**config.mk**
```make
export PLATFORM = sky130hd
export DESIGN_NAME = key_click_decoder
export DESIGN_NICKNAME = d
export VERILOG_FILES = /design/src/rtl/key_click_decoder.sv
export SDC_FILE = /design/constraint.sdc
export NUM_CORES = 1
export LEC_CHECK = 0
export CORE_MARGIN = 1.5
export CORE_UTILIZATION = 45
export CTS_BUF_LIST = sky130_fd_sc_hd__clkbuf_4
export CTS_CLUSTER_DIAMETER = 30
export DETAILED_ROUTE_END_ITERATION = 8
export HOLD_SLACK_MARGIN = 0.06
export SLEW_MARGIN = 20
export SYNTH_ARGS = -nofsm -noshare
export SYNTH_HDL_FRONTEND = slang
export SYNTH_SLANG_ARGS = --single-unit
export TNS_END_PERCENT = 1
```
**constraint.sdc**
```tcl
create_clock -name clk_i -period 2.1 [get_ports clk_i]
set_input_delay 0.21 -clock clk_i [delete_from_list [all_inputs] [get_ports clk_i]]
set_output_delay 0.21 -clock clk_i [all_outputs]
set_load 0.01 [all_outputs]
```
**src/rtl/key_click_decoder.sv**
```systemverilog
// key_click_decoder
//   Groups single-cycle key press strobes into multi-click events. Presses
//   that arrive less than WINDOW_CYCLES edges after the previous accepted
//   press belong to the same group. When the window closes, the click count
//   (saturated at MAX_CLICKS) is offered on a valid/ready handshake.
//
//   Optional feature: define KEY_CLICK_OVF_EN to add clicks_ovf_o, a flag
//   reporting that the group had more presses than MAX_CLICKS.
//
// Ports
//   clk_i              single clock, rising edge
//   rst_ni             asynchronous active-low reset
//   key_pressed_stb_i  one-cycle press strobe from the debouncer
//   clicks_rdy_i       consumer accepts the report
//   clicks_ovf_o       group exceeded MAX_CLICKS (KEY_CLICK_OVF_EN only)
//   clicks_o           click count of the reported group, 0 when not valid
//   clicks_vld_o       clicks_o is valid
module key_click_decoder #(
  parameter int CLK_FREQ_MHZ = 100,
  parameter int WINDOW_US    = 300_000,
  parameter int MAX_CLICKS   = 3
) (
  input  logic                              clk_i,
  input  logic                              rst_ni,
  input  logic                              key_pressed_stb_i,
  input  logic                              clicks_rdy_i,
`ifdef KEY_CLICK_OVF_EN
  output logic                              clicks_ovf_o,
`endif
  output logic [$clog2(MAX_CLICKS+1)-1:0]   clicks_o,
  output logic                              clicks_vld_o
);

  localparam int WINDOW_CYCLES = CLK_FREQ_MHZ * WINDOW_US;
  localparam int CW            = $clog2(MAX_CLICKS + 1);
  // The timer never needs to hold more than WINDOW_CYCLES-1.
  localparam int TW            = (WINDOW_CYCLES > 2) ? $clog2(WINDOW_CYCLES) : 1;

  localparam logic [CW-1:0] MAX_C  = CW'(MAX_CLICKS);
  localparam logic [TW-1:0] T_LAST = TW'(WINDOW_CYCLES - 1);

  typedef enum logic [1:0] {IDLE, GROUP, REPORT} state_t;

  state_t          state, state_d;
  logic [CW-1:0]   count, count_d;
  logic [TW-1:0]   timer, timer_d;
  logic            window_end;

`ifdef KEY_CLICK_OVF_EN
  logic            ovf, ovf_d;
`endif

  function automatic logic [CW-1:0] sat_inc(input logic [CW-1:0] c);
    return (c < MAX_C) ? c + CW'(1) : MAX_C;
  endfunction

  // Timer holds (edges since last accepted press) - 1, so it reaches T_LAST
  // exactly at the edge last+WINDOW_CYCLES. A press on that edge is dropped.
  assign window_end = (timer == T_LAST);

  always_ff @(posedge clk_i or negedge rst_ni) begin
    if (!rst_ni) begin
      state <= IDLE;
      count <= '0;
      timer <= '0;
`ifdef KEY_CLICK_OVF_EN
      ovf   <= 1'b0;
`endif
    end else begin
      state <= state_d;
      count <= count_d;
      timer <= timer_d;
`ifdef KEY_CLICK_OVF_EN
      ovf   <= ovf_d;
`endif
    end
  end

  always_comb begin
    state_d = state;
    count_d = count;
    timer_d = timer;
`ifdef KEY_CLICK_OVF_EN
    ovf_d   = ovf;
`endif
    case (state)
      IDLE: begin
        if (key_pressed_stb_i) begin
          state_d = GROUP;
          count_d = CW'(1);
          timer_d = '0;
`ifdef KEY_CLICK_OVF_EN
          ovf_d   = 1'b0;
`endif
        end
      end
      GROUP: begin
        if (window_end) begin
          state_d = REPORT;
          timer_d = '0;
        end else if (key_pressed_stb_i) begin
          count_d = sat_inc(count);
          timer_d = '0;
`ifdef KEY_CLICK_OVF_EN
          if (count == MAX_C) ovf_d = 1'b1;
`endif
        end else begin
          timer_d = timer + TW'(1);
        end
      end
      REPORT: begin
        // Presses are ignored here, including on the handshake edge.
        if (clicks_rdy_i) begin
          state_d = IDLE;
          count_d = '0;
`ifdef KEY_CLICK_OVF_EN
          ovf_d   = 1'b0;
`endif
        end
      end
      default: begin
        state_d = IDLE;
        count_d = '0;
        timer_d = '0;
      end
    endcase
  end

  // Outputs decode registered state only, never clicks_rdy_i.
  assign clicks_vld_o = (state == REPORT);
  assign clicks_o     = clicks_vld_o ? count : '0;
`ifdef KEY_CLICK_OVF_EN
  assign clicks_ovf_o = clicks_vld_o & ovf;
`endif

endmodule

```
==> impl_metrics.toml <==
[run_status]
status = "complete, no violations"

[power_and_ir_drop]
p_sw_frac = 0.254
power.share.sequential = 0.577
pwr-share-clk = 0.342
power-per-cell-area_nw_per_um2 = 529
switchingPower_uw = 267
worst_ir_drop_vdd_mv = 0.259
share_comb_of_total_power = 0.081
total_internal_power_uw = 785
power_leakage_uw = 0.000872
fin_total_pwr_uw = 1050

[final_layout]
final_area_sq_um = 1990
stdcell_count = 251
fin_nets = 207
antenna_cells = 0
synth_to_final_area_change_pct = 11.3
fillerInstances = 366
layout-drive-gt1-share = 0.163

[clock_tree]
postCtsSetupBuffers = 0
postCtsResizedCells = 0
cts_max_path_buffers = 2
clk_latency_ps = 330
clock_tree.htree_level_count = 2
tritoncts = "yes"
clock_tree.root_cell = "sky130_fd_sc_hd__clkbuf_4"
cts-hold-fix-buffers = 0
clock_buffer_count_from_cts = 5
clkTransAtPathRegs_ps = 90
clock-sinks = 29

[setup_path]
critical_path.cell_chain = "nor2b_2, and2_1, clkdlybuf4s50_1"
path_class = "reg -> out"
worst_setup_path_end_kind = "output port"
r2r.worst_path.cells = 7
cp_launch_type = "register"
crit_path_max_incr_delay_ps = 520
crit_path_max_fanout = 10
critical_path_s_slowest_cell = "sky130_fd_sc_hd__clkdlybuf4s50_1"
arrival_ps = 1760
wp_data_required_ps = 1890

[synth]
fraction_of_the_mapped_netlist_area_in_adder_cells = 0.00700
synth_seq_cells = 29
synth_nets = 196
ys_async_sr_fraction = 1.00
muxShareOfSynthArea = 0.00840
synth_simple_gate_area_frac = 0.312
main_combinational_cell_family_by_area_after_synthesis = "simple AND/OR/NAND/NOR gates"
yosysTopAreaCell = "sky130_fd_sc_hd__dfrtp_1"
postSynth.topFlopCell = "sky130_fd_sc_hd__dfrtp_1"
synth.yosys.seq_area_share = 0.406
synth-edff-count = 0
number_of_instances_in_the_synthesized_netlist = 191
netlist_cell_types = 47
synthesis.area_sq_um = 1790
yosysTopAreaCellShare = 0.406
synth_compound_gate_area_share = 0.240
synth.avg_cell_area_sq_um = 9.35
synth-warning-count = 0
yosys.area_share.xor_xnor = 0
synthTopCellsByArea = "sky130_fd_sc_hd__dfrtp_1 (41%), sky130_fd_sc_hd__a31oi_1 (4.6%), sky130_fd_sc_hd__a21oi_1 (4.5%), sky130_fd_sc_hd__nand2_1 (4.2%), sky130_fd_sc_hd__o21ai_0 (3.1%)"

[job]
number_of_max_cap_violations = 0

[grt]
first_global_vias = 1581
grt_max_degree = 38
remaining_global_route_overflow = 0
grtUsageTotal = 0.218
global_route_wire_length_before_repair_um = 7180
antenna_found_initial = 0

[timing]
final-hold-violation-count = 0
finalMaxSlewViolations = 0
timing.slew.headroom = 0.567
count_of_endpoints_failing_setup_in_the_final_report = 0
timing.fmax_mhz = 506
setup-tns-final_ps = 0
rsz0062_at_grt = "false"
post-route-period-util = 0.940
worst_slew_pin_slew_ps = 648
post-route-min-period_ps = 1970
fin_worst_skew_ps = 2.37

[detailed_routing]
detailed_route_via_count = 1546
drcViolationCount = 0
drt_iter0_markers = 128
drt-vias-per-instance = 6.16
drtAntennaViolNets = 0
firstDrtPassIters = 4
detail_route.wl_per_cell_um = 16.7
wl_um = 4190

[die]
die_y_um = 66.0
initial_utilization = 0.477
fp.dieArea_sq_um = 4360
coreArea_sq_um = 3740
io-pin-count = 7
floorplan.die.width_um = 66.0
placement_rows = 22

[worst_hold_path]
holdCritPathClass = "in -> async"

[placement]
detailed_place_hpwl_um = 2880
numPlacedInstances = 243
io_buffers = 6
gpl.final_weighted_congestion = 0.825
place_area_sq_um = 1920
critical path: cells and delay by family (launching register included):
family,cells,cell delay (ps)
flip-flops,1,510
AND/OR/NAND/NOR,2,410
buffers and inverters,1,520
area by class of cell:
class | count | area (sq um) | share of cell area
multi-input combinational | 151 | 1020 | 0.512
sequential | 29 | 726 | 0.365
timing repair buffer | 11 | 110 | 0.0553
clock buffer | 8 | 60.1 | 0.0302
tap | 48 | 60.1 | 0.0302
inverter | 4 | 15.0 | 0.00755
routing by layer:
metal	track usage	part of all wire	vias up
met2	0.379	0.49	41
met3	0.0477	0.041	7
met4	0.102	0.016	0
met5	0	0	-
met1	0.256	0.45	753
li1	-	-	745
power by group through the flow:
stage          clock, uW  combinational [uW]  sequential, uW
2_1_floorplan          0                52.7             612
3_3_place_gp           0                84.0             618
3_5_place_dp           0                85.7             618
4_1_cts              374                85.9             608
5_1_grt              388                96.6             612
6_report             360                85.3             607
through the flow:
stage	hold WS [ps]	util	worst slack (ps)
after global routing	299	0.531	6.08
after global placement	513	0.514	137
after floorplan	-85.6	-	282
after CTS	268	0.530	64.0
after detailed placement	512	0.514	45.9
final	265	0.531	125
flip-flops by register name (all words and copies together), names as in the netlist:
| signal | cells |
|---|---|
| count | 2 |
| state | 2 |
| timer | 25 |
logic make-up (layout without fill, tap and decap cells):
| group | Yosys count | count (layout) |
|---|---|---|
| and+or+nand+nor | 84 | 84 |
| AOI/OAI and AO/OA | 65 | 65 |
| DFF | 29 | 29 |
| buffers and inverters | 11 | 23 |
| adders and majority gates | 1 | 1 |
| muxes | 1 | 1 |
worst paths after layout:
path | slack (ps) | from | to
max | 130 | state[0]$_DFFE_PN0P_ | clicks_o[0]
min | 270 | rst_ni | timer[2]$_DFFE_PN0P_
max reg2reg | 150 | timer[0]$_DFFE_PN0P_ | timer[24]$_DFFE_PN0P_
min reg2reg | 530 | timer[24]$_DFFE_PN0P_ | timer[24]$_DFFE_PN0P_
max in group asynchronous | 1560 | rst_ni | timer[14]$_DFFE_PN0P_
min in group clk_i | 530 | timer[24]$_DFFE_PN0P_ | timer[24]$_DFFE_PN0P_
synth_stat cells (2+ instances only):
cell type	n
sky130_fd_sc_hd__o21ai_0	11
sky130_fd_sc_hd__nor3_4	2
sky130_fd_sc_hd__a41oi_1	3
sky130_fd_sc_hd__nand3_2	2
sky130_fd_sc_hd__o211ai_1	2
sky130_fd_sc_hd__a21o_1	7
sky130_fd_sc_hd__clkbuf_1	2
sky130_fd_sc_hd__inv_1	4
sky130_fd_sc_hd__and2_1	3
sky130_fd_sc_hd__nand3_1	9
sky130_fd_sc_hd__nor2_1	10
sky130_fd_sc_hd__a22o_1	2
sky130_fd_sc_hd__dfrtp_1	29
sky130_fd_sc_hd__nand4_1	4
sky130_fd_sc_hd__nor2b_1	3
sky130_fd_sc_hd__and3_1	3
sky130_fd_sc_hd__a31oi_1	13
sky130_fd_sc_hd__o21ai_1	3
sky130_fd_sc_hd__a21oi_1	16
sky130_fd_sc_hd__nand2_1	20
sky130_fd_sc_hd__nand2b_1	5
sky130_fd_sc_hd__nor3_1	6
sky130_fd_sc_hd__nand4_2	2
sky130_fd_sc_hd__a32oi_1	2
sky130_fd_sc_hd__nor4_2	2
sky130_fd_sc_hd__buf_2	5
cells in the final DEF (no fill, tap or decap), types with 5 or more instances in the layout:
| master | n |
|---|---|
| sky130_fd_sc_hd__nand2_1 | 20 |
| sky130_fd_sc_hd__dfrtp_1 | 29 |
| sky130_fd_sc_hd__a21o_1 | 7 |
| sky130_fd_sc_hd__a31oi_1 | 13 |
| sky130_fd_sc_hd__nand3_1 | 9 |
| sky130_fd_sc_hd__clkbuf_4 | 8 |
| sky130_fd_sc_hd__nor3_1 | 6 |
| sky130_fd_sc_hd__a21oi_1 | 16 |
| sky130_fd_sc_hd__nor2_1 | 9 |
| sky130_fd_sc_hd__o21ai_0 | 11 |
| sky130_fd_sc_hd__nand2b_1 | 5 |
| sky130_fd_sc_hd__clkdlybuf4s50_1 | 6 |
Note: power is estimated with default switching activity, not from simulation.
